===== src/rtl/fetch_pkg.sv =====
// Shared types and constants for the instruction-fetch stage.
// Latency: n/a (declarations only).
// Backpressure: n/a.
package fetch_pkg;

  typedef enum logic [1:0] {
    FE_FETCH, // request outstanding at pc_q
    FE_HOLD,  // word received while decode stalled, parked in hold buffer
    FE_DRAIN  // redirect arrived mid-request; waiting to discard the stale word
  } fetch_state_t;

  localparam logic [31:0] NOP_INSTR = 32'h0000_0000;
  localparam logic [31:0] PC_STEP   = 32'd4;

  // Instruction addresses are word aligned; low bits of any target are ignored.
  function automatic logic [31:0] word_align(input logic [31:0] addr);
    return {addr[31:2], 2'b00};
  endfunction

endpackage


===== src/rtl/stage_fetch_if.sv =====
// Instruction-memory request bus: single outstanding request, req/ready handshake.
// Latency: variable, the memory completes a request by raising imem_ready.
// Backpressure: imem_req and imem_addr hold steady until imem_ready is seen.
// Signals: imem_req/imem_addr driven by fetch, imem_rdata/imem_ready driven by memory.
interface stage_fetch_if;
  logic        imem_req;
  logic [31:0] imem_addr;
  logic [31:0] imem_rdata;
  logic        imem_ready;

  modport master (output imem_req, output imem_addr, input imem_rdata, input imem_ready);
  modport slave  (input imem_req, input imem_addr, output imem_rdata, output imem_ready);
endinterface


===== src/rtl/stage_fetch_if_de_reg.sv =====
// IF/DE pipeline register with priority rst > clear > stall > load.
// Latency: 1 cycle from ld_* to de_*.
// Backpressure: stall holds contents; clear overrides stall and inserts a bubble.
// Ports: clk, rst, clear, stall, ld_{instr,pc,pc_plus4,valid} in; de_{instr,pc,pc_plus4,valid} out.
module if_de_reg
  import fetch_pkg::*;
(
  input  logic        clk,
  input  logic        rst,
  input  logic        clear,
  input  logic        stall,
  input  logic [31:0] ld_instr,
  input  logic [31:0] ld_pc,
  input  logic [31:0] ld_pc_plus4,
  input  logic        ld_valid,
  output logic [31:0] de_instr,
  output logic [31:0] de_pc,
  output logic [31:0] de_pc_plus4,
  output logic        de_valid
);

  always_ff @(posedge clk or posedge rst) begin
    if (rst) begin
      de_instr    <= NOP_INSTR;
      de_pc       <= '0;
      de_pc_plus4 <= '0;
      de_valid    <= 1'b0;
    end else if (clear) begin
      de_instr    <= NOP_INSTR;
      de_pc       <= '0;
      de_pc_plus4 <= '0;
      de_valid    <= 1'b0;
    end else if (!stall) begin
      de_instr    <= ld_instr;
      de_pc       <= ld_pc;
      de_pc_plus4 <= ld_pc_plus4;
      de_valid    <= ld_valid;
    end
  end

endmodule


===== src/rtl/stage_fetch.sv =====
// Instruction fetch: owns PC, issues one outstanding imem request, feeds IF/DE.
// Latency: word returned with imem_ready appears on de_* at the next posedge.
// Backpressure: de_stall parks a returned word in a hold buffer and drops imem_req.
// Ports: clk, rst, de_stall, de_clear, ex_pc_src, ex_pc_target, imem (master), de_* outputs.
// Optional: define FETCH_PERF_CNT_EN to add perf_fetched / perf_wait counters.
module stage_fetch
  import fetch_pkg::*;
#(
  parameter logic [31:0] RESET_PC = 32'h0000_0000
) (
  input  logic               clk,
  input  logic               rst,
  input  logic               de_stall,
  input  logic               de_clear,
  input  logic               ex_pc_src,
  input  logic [31:0]        ex_pc_target,
  stage_fetch_if.master      imem,
  output logic [31:0]        de_instr,
  output logic [31:0]        de_pc,
  output logic [31:0]        de_pc_plus4,
  output logic               de_valid
`ifdef FETCH_PERF_CNT_EN
  ,
  output logic [31:0]        perf_fetched,
  output logic [31:0]        perf_wait
`endif
);

  fetch_state_t state_q, state_d;
  logic [31:0]  pc_q, pc_d;
  logic [31:0]  hold_q, hold_d;
  logic [31:0]  redir_q, redir_d;

  logic [31:0]  target;
  logic [31:0]  pc_inc;
  logic         squash;
  logic [31:0]  ld_instr, ld_pc, ld_pc_plus4;
  logic         ld_valid;

  assign target = word_align(ex_pc_target);
  assign pc_inc = pc_q + PC_STEP;

  // The request is live in FETCH and DRAIN; in DRAIN pc_q still holds the
  // stale address because the redirect target waits in redir_q.
  assign imem.imem_req  = !rst && (state_q != FE_HOLD);
  assign imem.imem_addr = pc_q;

  always_ff @(posedge clk or posedge rst) begin
    if (rst) begin
      state_q <= FE_FETCH;
      pc_q    <= RESET_PC;
      hold_q  <= '0;
      redir_q <= '0;
    end else begin
      state_q <= state_d;
      pc_q    <= pc_d;
      hold_q  <= hold_d;
      redir_q <= redir_d;
    end
  end

  always_comb begin
    state_d     = state_q;
    pc_d        = pc_q;
    hold_d      = hold_q;
    redir_d     = redir_q;
    squash      = 1'b0;
    // Default load is a bubble; it only lands when decode is not stalled.
    ld_instr    = NOP_INSTR;
    ld_pc       = '0;
    ld_pc_plus4 = '0;
    ld_valid    = 1'b0;

    case (state_q)
      FE_FETCH: begin
        if (ex_pc_src) begin
          squash = 1'b1;
          if (imem.imem_ready) begin
            pc_d = target;
          end else begin
            redir_d = target;
            state_d = FE_DRAIN;
          end
        end else if (imem.imem_ready) begin
          if (!de_stall) begin
            ld_instr    = imem.imem_rdata;
            ld_pc       = pc_q;
            ld_pc_plus4 = pc_inc;
            ld_valid    = 1'b1;
            pc_d        = pc_inc;
          end else begin
            hold_d  = imem.imem_rdata;
            state_d = FE_HOLD;
          end
        end
      end

      FE_HOLD: begin
        if (ex_pc_src) begin
          squash  = 1'b1;
          hold_d  = '0;
          pc_d    = target;
          state_d = FE_FETCH;
        end else begin
          ld_instr    = hold_q;
          ld_pc       = pc_q;
          ld_pc_plus4 = pc_inc;
          ld_valid    = 1'b1;
          if (!de_stall) begin
            pc_d    = pc_inc;
            state_d = FE_FETCH;
          end
        end
      end

      FE_DRAIN: begin
        // Whatever comes back belongs to the wrong path.
        squash = 1'b1;
        if (imem.imem_ready) begin
          pc_d    = ex_pc_src ? target : redir_q;
          state_d = FE_FETCH;
        end else if (ex_pc_src) begin
          redir_d = target;
        end
      end

      default: state_d = FE_FETCH;
    endcase
  end

  if_de_reg u_if_de_reg (
    .clk         (clk),
    .rst         (rst),
    .clear       (de_clear || squash),
    .stall       (de_stall),
    .ld_instr    (ld_instr),
    .ld_pc       (ld_pc),
    .ld_pc_plus4 (ld_pc_plus4),
    .ld_valid    (ld_valid),
    .de_instr    (de_instr),
    .de_pc       (de_pc),
    .de_pc_plus4 (de_pc_plus4),
    .de_valid    (de_valid)
  );

`ifdef FETCH_PERF_CNT_EN
  always_ff @(posedge clk or posedge rst) begin
    if (rst) begin
      perf_fetched <= '0;
      perf_wait    <= '0;
    end else begin
      if (ld_valid && !de_clear && !squash && !de_stall)
        perf_fetched <= perf_fetched + 32'd1;
      if (imem.imem_req && !imem.imem_ready)
        perf_wait <= perf_wait + 32'd1;
    end
  end
`endif

endmodule


===== src/flat_wrapper.sv =====
// flat-port wrapper written by rule: the top's interface ports become plain ports
module stage_fetch_flat import fetch_pkg::*;
#(
  parameter logic [31:0] RESET_PC = 32'h0000_0000
)
  (clk, rst, de_stall, de_clear, ex_pc_src, ex_pc_target, de_instr, de_pc, de_pc_plus4, de_valid, imem_imem_req, imem_imem_addr, imem_imem_rdata, imem_imem_ready);
  stage_fetch_if imem_i ();
  input  logic clk;
  input  logic rst;
  input  logic de_stall;
  input  logic de_clear;
  input  logic ex_pc_src;
  input  logic [31:0] ex_pc_target;
  output logic [31:0] de_instr;
  output logic [31:0] de_pc;
  output logic [31:0] de_pc_plus4;
  output logic de_valid;
  output wire logic [$bits(imem_i.imem_req)-1:0] imem_imem_req;
  output wire logic [$bits(imem_i.imem_addr)-1:0] imem_imem_addr;
  input wire logic [$bits(imem_i.imem_rdata)-1:0] imem_imem_rdata;
  input wire logic [$bits(imem_i.imem_ready)-1:0] imem_imem_ready;
  assign imem_imem_req = imem_i.imem_req;
  assign imem_imem_addr = imem_i.imem_addr;
  assign imem_i.imem_rdata = imem_imem_rdata;
  assign imem_i.imem_ready = imem_imem_ready;
  stage_fetch #(.RESET_PC(RESET_PC)) u_core (.clk(clk), .rst(rst), .de_stall(de_stall), .de_clear(de_clear), .ex_pc_src(ex_pc_src), .ex_pc_target(ex_pc_target), .imem(imem_i), .de_instr(de_instr), .de_pc(de_pc), .de_pc_plus4(de_pc_plus4), .de_valid(de_valid));
endmodule

===== config.mk =====
export PLATFORM = sky130hd
export DESIGN_NAME = stage_fetch_flat
export DESIGN_NICKNAME = d
export VERILOG_FILES = /design/src/rtl/fetch_pkg.sv /design/src/rtl/stage_fetch_if.sv /design/src/rtl/stage_fetch_if_de_reg.sv /design/src/rtl/stage_fetch.sv /design/src/flat_wrapper.sv
export SDC_FILE = /design/constraint.sdc
export NUM_CORES = 1
export LEC_CHECK = 0
export CAP_MARGIN = 20
export CORE_MARGIN = 4
export CORE_UTILIZATION = 39
export CTS_BUF_LIST = sky130_fd_sc_hd__clkbuf_8 sky130_fd_sc_hd__clkbuf_16
export CTS_CLUSTER_DIAMETER = 30
export DETAILED_ROUTE_END_ITERATION = 16
export PLACE_DENSITY_LB_ADDON = 0.05
export SYNTH_ARGS = -nofsm -noshare
export SYNTH_HDL_FRONTEND = slang
export SYNTH_SLANG_ARGS = --single-unit

===== constraint.sdc =====
create_clock -name clk -period 8.8 [get_ports clk]
set_input_delay 1.76 -clock clk [delete_from_list [all_inputs] [get_ports clk]]
set_output_delay 1.76 -clock clk [all_outputs]
set_load 0.02 [all_outputs]

* After elaboration in Yosys (flattened, before gate mapping)
Cells that the tools add are included.
** Cells by class
- $add $sub $neg :: 1
- Eq/ne operators :: 15
- Mux-type cells :: 50
- Reductions and logical operators :: 12
** Operator list (count)
- 32-bit two-way mux :: 28
- 32-bit one-hot mux with 2 select lines :: 5
- 32-bit one-hot mux with 3 select lines :: 1
- 32-bit by 3-bit adder with 32-bit output (second input constant) :: 1
- 2-bit two-way mux :: 7
- 2-bit inequality test (second input constant) :: 7
- 3-bit inequality test (second input constant) :: 4
- 4-bit AND reduction :: 2
- 1-bit two-way mux :: 6
- 2-bit one-hot mux with 3 select lines :: 1
- 5-bit AND reduction :: 1
- 2-bit by 1-bit inequality test with 1-bit output (second input constant) :: 2
- 1-bit one-hot mux with 2 select lines :: 2
- 2-bit nonzero test :: 2
- 3-bit AND reduction :: 1
- 3-bit nonzero test :: 1
- 2-bit by 1-bit equality test with 1-bit output (second input constant) :: 1
- 2-bit equality test (second input constant) :: 1
- 2-bit zero test :: 1
- 2-bit OR reduction :: 1
- 1-bit logical AND :: 1
- 1-bit zero test :: 1
- 1-bit logical OR :: 1
** Storage, ports and cells
- Register bits :: 195
- Input port bits :: 70

* Longest topological paths before layout
Gate-level depths: netlist (run 1).
- Depth after elaboration :: 6
- Depth in mapped cells :: 8
- Gate-level depth less buffers :: 6

* By module
Synthesis (run 1) repeated with hierarchy kept, for this count alone.
** Unflattened totals
- Cell total of the unflattened synthesis :: 994
- Area, all modules :: 10085.9 um^2
** By module, submodules not included
- stage_fetch :: times used 1, cells an instance 680, area an instance 6160.9 um^2
- if_de_reg :: times used 1, cells an instance 314, area an instance 3925.0 um^2

* Worst setup path before layout (run 1)
No wires, ideal clock.
- Kind :: input to output
- From :: input rst
- To :: output imem_imem_req
- Arrival time :: 2.100 ns
- Slack :: 4.940 ns
- Stages :: 1
- Buffers on the path :: 0
- Cells stage by stage :: a21oi_1
** On the way
- Word-level cells in the longest chain between the ends :: 2
** Ends and longest elaborated chain
- start: declaration :: line flat_wrapper.sv:9 : input logic rst;
- 1-bit zero test :: line stage_fetch.sv:45 : assign imem.imem_req = !rst && (state_q != FE_HOLD);
- 1-bit logical AND :: line stage_fetch.sv:45
- end: declaration :: line flat_wrapper.sv:18 : output wire logic [$bits(imem_i.imem_req)-1:0] imem_imem_req;
Every way passes these cells.

* Final worst setup path (run 1)
Same ends and word-level chain as after synthesis.

==> run metrics, run 1 <==
via/cell ratio around 5.7; proportion of layout cells with a drive suffix above 1 between 10% and 20%; fin crit period a little under 5000 ps; final setup vio count 0; area of the multi-input gates between 3000 and 4000 sq um; part of the power in registers between 40% and 50%; post-synthesis mux area share under 10%; CTS root buf clkbuf_16; port bufs a little under 200; fin crit share a little under three fifths; status complete, no violations; final WL ~24 mm; Worst Path Required roughly 7000 ps; Peak VDD IR roughly 0.00011 V; DRC viols 0; area delta synth->final 32.6%; largest family of logic cells by synthesized area compound AO/OA/AOI/OAI gates; Clock Pin Slew Worst Setup and Hold Paths roughly 70 ps; Initial DRC Count about 470; largest net degree at the start of global routing 120; cell-internal power approximately 0.0016 W; DRT met1 WL between 10 and 15 mm; GPL Wtd Cong 0.812; Post-CTS Setup Bufs 0; Fmax around 0.20 GHz; Nets 973; die height 157 um; Pwr Total roughly 0.0023 W; crit end category output pin; WHS approximately 480 ps; Reg area 4830 sq um; Hold Path Class reg2reg; Clk pwr share between 30 and 40%; initial antenna violation count 1; CP max-delay cell clkdlybuf4s50_1; pwr/cell area between 150 and 200 nW/um^2; width of the die ~160 um; post-synthesis sequential element count ~190; GRT Util Overall around a fifth; max_slew headroom between 30% and 40%; syn_nets 809; CTS H-tree lvls 4; I/O pins 200; Post-Synth Adder-Cell Area 0.145%; Clk Latency, worst-skew pair between 400 and 500 ps; metal3 WL 1.71 mm; Leak approximately 4.7 nW; Synth Flop Type dfrtp_1; critical path startpoint category input pin; critical-path maximum fanout 2; first-pass GRT wire length 39.3 mm; maxcap violations 0; register area share after synthesis between 50 and 60%; asr flop ratio synth between 90% and 100%; yosys warns 0; Final Hold Vio Count 0; Layout Cells excl Fill 1195; switching fraction of total power 29.9%; core area 21800 sq um; Non-Filler Cell Area, Final ~11000 sq um; clock sink total just under 200; post-synthesis xor/xnor area fraction approximately 2.8%; cell mode on critical path clkdlybuf4s50_1; Critical Setup Path Class in2out; Initial Util 39.6%; Largest stage delay, worst path ~670 ps; post-DR wirelength/cell ~20 um; row cnt 54; Inserted Clock Buffers 17; Crit path arrival time around 3100 ps; antenna viol nets, final 0; post-CTS sizing 0; switching power 0.000679 W; transition time of the tightest slew-check pin 1040 ps; Combinational Power Share around a fifth; CP delay by family, top buffers and inverters; vias in the first global route 7149; highest routed layer met5; Post-synth EDFFs 0; Max clock buf depth 2; final slew viol count 0; WL met2 approximately 11 mm; clock skew between 10 and 15 ps; die area 24600 sq um; GR Overflow Total 0; buffers plus inverters on the worst setup path 2; library cells used by synthesis 59; vias post-DR 6836; CP cell instances clkdlybuf4s50_1 -> a21oi_1 -> clkdlybuf4s50_1; post-synthesis cell count between 700 and 800; RSZ-0062 raised after global routing false; post-synthesis cell area 8640 sq um; CTS tree done; DP HPWL between 15 and 20 mm; Syn Area/Cell 11.7 sq um; Simple-Gate Fraction of Synth Area approximately a tenth; fillcell total 1933; CTS hold repair buffers 0; n_diodes 0; placed cells 1163; placed cell area around 11000 sq um; setup TNS 0 ps; Synth Area in Compound Gates a little under a quarter; DR pass1 iterations 4
[worst reg2reg max path: cells and delay by family (launching register included)]
family,cells,cell delay [ps]
and+or+nand+nor,3,1220
DFF,1,660
AOI/OAI and AO/OA,2,650
buffers and inverters,1,400
[metal layers]
layer	global-route usage (%)	up-vias
met5	0	-
met4	7.27	2
met3	6.03	31
met2	31.6	201
met1	26.7	3485
li1	-	3117
[final cells by class]
cell class                      instances  share of cell area (%)
Multi-Input combinational cell        469                    30.7
Clock buffer                           19                    3.96
Tap cell                              280                    3.06
Clock inverter                         13                    1.10
Sequential cell                       193                    42.2
Timing Repair Buffer                  210                    18.6
Inverter                               11                   0.426
[stage by stage]
step           utilization [%]  setup slack [ps]
5_1_grt                   52.5              3840
2_1_floorplan                -              1780
3_5_place_dp              49.8              3930
3_3_place_gp              49.4              3940
6_report                  52.5              3910
4_1_cts                   52.5              3920
[flip-flops by register name, indices dropped and copies added, names as in the netlist]
| signal | cells |
|---|---|
| u_core.hold_q | 32 |
| u_core.imem.imem_addr | 32 |
| u_core.redir_q | 32 |
| u_core.u_if_de_reg.de_instr | 32 |
| u_core.u_if_de_reg.de_pc | 32 |
| u_core.u_if_de_reg.de_pc_plus4 | 30 |
| u_core.state_q | 2 |
| u_core.u_if_de_reg.de_valid | 1 |
[cells in the final DEF (no fill, tap or decap), types with 16 or more instances in the layout]
master	Yosys	layout
o2bb2ai_1	42	42
nor2_1	27	25
a22oi_1	32	32
nand3_1	19	19
dfrtp_1	193	193
o21ai_0	27	27
a22o_1	85	85
mux2_2	30	30
clkdlybuf4s50_1	0	196
nand2_1	31	31
nor3_1	16	16
clkbuf_16	0	17
a21oi_1	31	31
[synth_stat cells (2+ instances only)]
| master | n | area (sq um) |
|---|---|---|
| a21oi_1 | 31 | 155 |
| nand4_4 | 2 | 42.5 |
| xor2_1 | 15 | 131 |
| or2_2 | 2 | 12.5 |
| nor3_4 | 2 | 32.5 |
| clkbuf_1 | 30 | 113 |
| mux2i_1 | 7 | 70.1 |
| o2bb2ai_1 | 42 | 368 |
| a22o_1 | 85 | 744 |
| nand2b_1 | 2 | 12.5 |
| inv_1 | 11 | 41.3 |
| xnor2_1 | 13 | 114 |
| nor2b_1 | 4 | 25.0 |
| o31a_1 | 3 | 26.3 |
| o21a_1 | 2 | 15.0 |
| dfrtp_1 | 193 | 4830 |
| o22ai_1 | 3 | 18.8 |
| nand4_1 | 5 | 31.3 |
| buf_2 | 29 | 145 |
| and3_1 | 14 | 87.6 |
| buf_1 | 2 | 7.51 |
| o311ai_0 | 2 | 17.5 |
| or3_1 | 6 | 37.5 |
| o21ai_0 | 27 | 135 |
| a21o_1 | 3 | 22.5 |
| a31oi_1 | 2 | 12.5 |
| nor2_1 | 27 | 101 |
| o31ai_1 | 3 | 22.5 |
| buf_4 | 3 | 22.5 |
| a32oi_1 | 2 | 17.5 |
| o211ai_1 | 6 | 45.0 |
| nor3_1 | 16 | 80.1 |
| nand3_1 | 19 | 95.1 |
| mux2_2 | 30 | 338 |
| nand2_1 | 31 | 116 |
| and4_1 | 2 | 17.5 |
| and2_1 | 2 | 12.5 |
| a22oi_1 | 32 | 240 |
| a221oi_1 | 8 | 70.1 |
[final timing paths]
path,from,to,slack [ps],cells past startpoint
worst max-delay path,rst,imem_imem_req,3910,3
worst min-delay path,u_core.u_if_de_reg.de_valid,u_core.u_if_de_reg.de_valid,480,1
worst max register to register,u_core.state_q[1],u_core.u_if_de_reg.de_pc_plus4[20],5760,6
worst min register to register,u_core.u_if_de_reg.de_valid,u_core.u_if_de_reg.de_valid,480,1
max in group asynchronous,rst,u_core.imem.imem_addr[14],5350,3
min in group asynchronous,rst,u_core.hold_q[0],1950,2
[kinds of logic (layout without fill, tap and decap cells)]
family                     Yosys count  after routing
AOI/OAI and AO/OA                  260            260
DFF                                193            193
and+or+nand+nor                    143            143
buffers and inverters               76            253
muxes                               37             37
xor gates and xnor gates            28             28
adders and majority gates            1              1
[power groups by stage]
| stage | combinational (W) | sequential (W) | clock [W] |
|---|---|---|---|
| 2_1_floorplan | 0.000227 | 0.00110 | 0 |
| 3_3_place_gp | 0.000415 | 0.00109 | 0 |
| 3_5_place_dp | 0.000427 | 0.00109 | 0 |
| 4_1_cts | 0.000428 | 0.00108 | 0.000785 |
| 5_1_grt | 0.000461 | 0.00109 | 0.000825 |
| 6_report | 0.000422 | 0.00108 | 0.000769 |
No activity file was read; power rests on OpenSTA's default activity.
==> inputs of run 2 (changes only) <==
==> constraint.sdc (replaced) <==
create_clock -name clk -period 4.8 [get_ports clk]
set_input_delay 0.96 -clock clk [delete_from_list [all_inputs] [get_ports clk]]
set_output_delay 0.96 -clock clk [all_outputs]
set_load 0.02 [all_outputs]
==> run metrics, run 2 (synthesis results as in run 1) <==
Initial DRC Count 373 (was 473); Worst Path Required 5170 ps (was 7040 ps); I/O pins 200 (unchanged); Critical Path Start u_core.state_q[0] (was rst); cell-internal power 0.00286 W (was 0.00159 W); GRT Util Overall 20.3% (was 20.2%); GPL Wtd Cong 0.799 (was 0.812); port bufs 197 (unchanged); cell count of the worst reg-to-reg path 6 (unchanged); WHS 475 ps (was 477 ps); post-DR wirelength/cell 20.5 um (was 20.4 um); DRC viols 0 (unchanged); Hold Path Class reg2reg (unchanged); post-layout util 52.6% (was 52.5%); max_slew headroom 22.8% (was 31.0%); antenna viol nets, final 0 (unchanged); n_diodes 0 (unchanged); setup TNS 0 ps (unchanged); Peak VDD IR 0.000206 V (was 0.000108 V); placed cells 1166 (was 1163); final WL 24.6 mm (was 24.4 mm); critical-path maximum fanout 62 (was 2); worst reg2reg path startpoint u_core.state_q[0] (was u_core.state_q[1]); clock skew 20.6 ps (was 11.5 ps); crit end category register (was output pin); fin crit share between 60 and 70%; die area 24600 sq um (unchanged); Clock Pin Slew Worst Setup and Hold Paths 70 ps (about the same); critical path startpoint category register (was input pin); GR Overflow Total 0 (unchanged); post-CTS sizing 0 (unchanged); die height 157 um (unchanged); Inserted Clock Buffers 17 (unchanged); part of the power in registers 47.8% (was 47.6%); Combinational Power Share 18.8% (was 18.6%); Max clock buf depth 2 (unchanged); hold path depth 1 (unchanged); clock sink total 193 (unchanged); CTS H-tree lvls 4 (unchanged); transition time of the tightest slew-check pin 1160 ps (was 1040 ps); proportion of layout cells with a drive suffix above 1 10.9% (was 10.4%); area delta synth->final 32.8% (was 32.6%); Crit path arrival time 3680 ps (was 3130 ps); capturing point of the worst reg2reg path u_core.u_if_de_reg.de_pc_plus4[19] (was u_core.u_if_de_reg.de_pc_plus4[20]); fin crit period between 3000 and 4000 ps; maxcap violations 0 (unchanged); Initial Util 39.6% (unchanged); Nets 977 (was 973); commonest cells after routing, fill and taps aside clkdlybuf4s50_1, dfrtp_1, a22o_1, o2bb2ai_1, a22oi_1 (unchanged); via/cell ratio 5.70 (was 5.72); Clk Latency, worst-skew pair 440 ps (about the same); largest net degree at the start of global routing 74 (was 120); width of the die 157 um (unchanged); vias post-DR 6840 (was 6836); final setup vio count 0 (unchanged); Worst Hold Launch u_core.u_if_de_reg.de_valid (unchanged); Hold EP u_core.u_if_de_reg.de_valid (unchanged); DR pass1 iterations 5 (was 4); Clk pwr share 33.3% (was 33.9%); Leak 4.76 nW (was 4.75 nW); vias in the first global route 7111 (was 7149); CTS tree done (unchanged); Final Hold Vio Count 0 (unchanged); switching fraction of total power 31.0% (was 29.9%); initial antenna violation count 1 (unchanged); switching power 0.00128 W (was 0.000679 W); CTS root buf clkbuf_16 (unchanged); Post-CTS Setup Bufs 0 (unchanged); most common cell after layout, fill and taps aside clkdlybuf4s50_1 (unchanged); pwr/cell area 361 nW/um^2 (was 198 nW/um^2); fillcell total 1902 (was 1933); first-pass GRT wire length 39.6 mm (was 39.3 mm); status complete, no violations (unchanged); RSZ-0062 raised after global routing false (unchanged); DP HPWL 16.4 mm (was 16.1 mm); row cnt 54 (unchanged); CTS hold repair buffers 0 (unchanged); Critical Setup Path Class reg2reg (was in2out); core area 21800 sq um (unchanged); final slew viol count 0 (unchanged); Layout Cells excl Fill 1199 (was 1195); Fmax approximately 0.30 GHz; FF-to-FF setup slack 1490 ps (was 5760 ps)
run 2: final cells by class:
class	instances	area, sq um	area share, %
Clock buffer	17	425	3.71
Clock inverter	15	140	1.22
Inverter	11	45.0	0.393
Multi-Input combinational cell	469	3520	30.7
Sequential cell	193	4830	42.1
Tap cell	280	350	3.05
Timing Repair Buffer	214	2160	18.9
run 2: worst max path at each step:
stage / end / slack, ps / depth (start not counted)
floorplan: u_core.hold_q[0] / 1350 / 1
global placement: u_core.u_if_de_reg.de_pc_plus4[19] / 1200 / 5
detailed placement: u_core.u_if_de_reg.de_pc_plus4[19] / 1130 / 5
CTS: u_core.u_if_de_reg.de_pc_plus4[19] / 1480 / 6
global route: u_core.u_if_de_reg.de_pc_plus4[25] / 1220 / 6
finish: u_core.u_if_de_reg.de_pc_plus4[19] / 1490 / 6
run 2: power by group through the flow:
stage                     Combinational, W  Clock (W)  Sequential (W)
final                             0.000781    0.00138         0.00198
after floorplan                   0.000417          0         0.00202
after CTS                         0.000790    0.00141         0.00198
after detailed placement          0.000787          0         0.00201
after global routing              0.000849    0.00148         0.00201
after global placement            0.000767          0         0.00200
run 2: layer usage:
metal / vias to the layer above / global-route usage [%] / share of wire, %
li1: 3130 / - / -
met1: 3498 / 27.3 / 45
met2: 190 / 32.8 / 48
met3: 20 / 4.87 / 5.9
met4: 2 / 5.79 / 0.95
met5: - / 0 / 0.053
run 2: metrics by stage:
stage	total power [W]	instance area (sq um)	setup slack, ps
after floorplan	0.00244	8640	1350
after detailed placement	0.00280	10900	1130
after global placement	0.00277	10900	1200
after global routing	0.00434	11500	1220
after CTS	0.00418	11500	1480
final	0.00414	11500	1490
run 2: worst max-delay path: stages, from the launching register on:
cell and delay, ps:
dfrtp_1 710, nor2b_2 350, a21oi_1 360, nand2b_1 210
nor2_4 590, buf_4 680, a22o_1 260
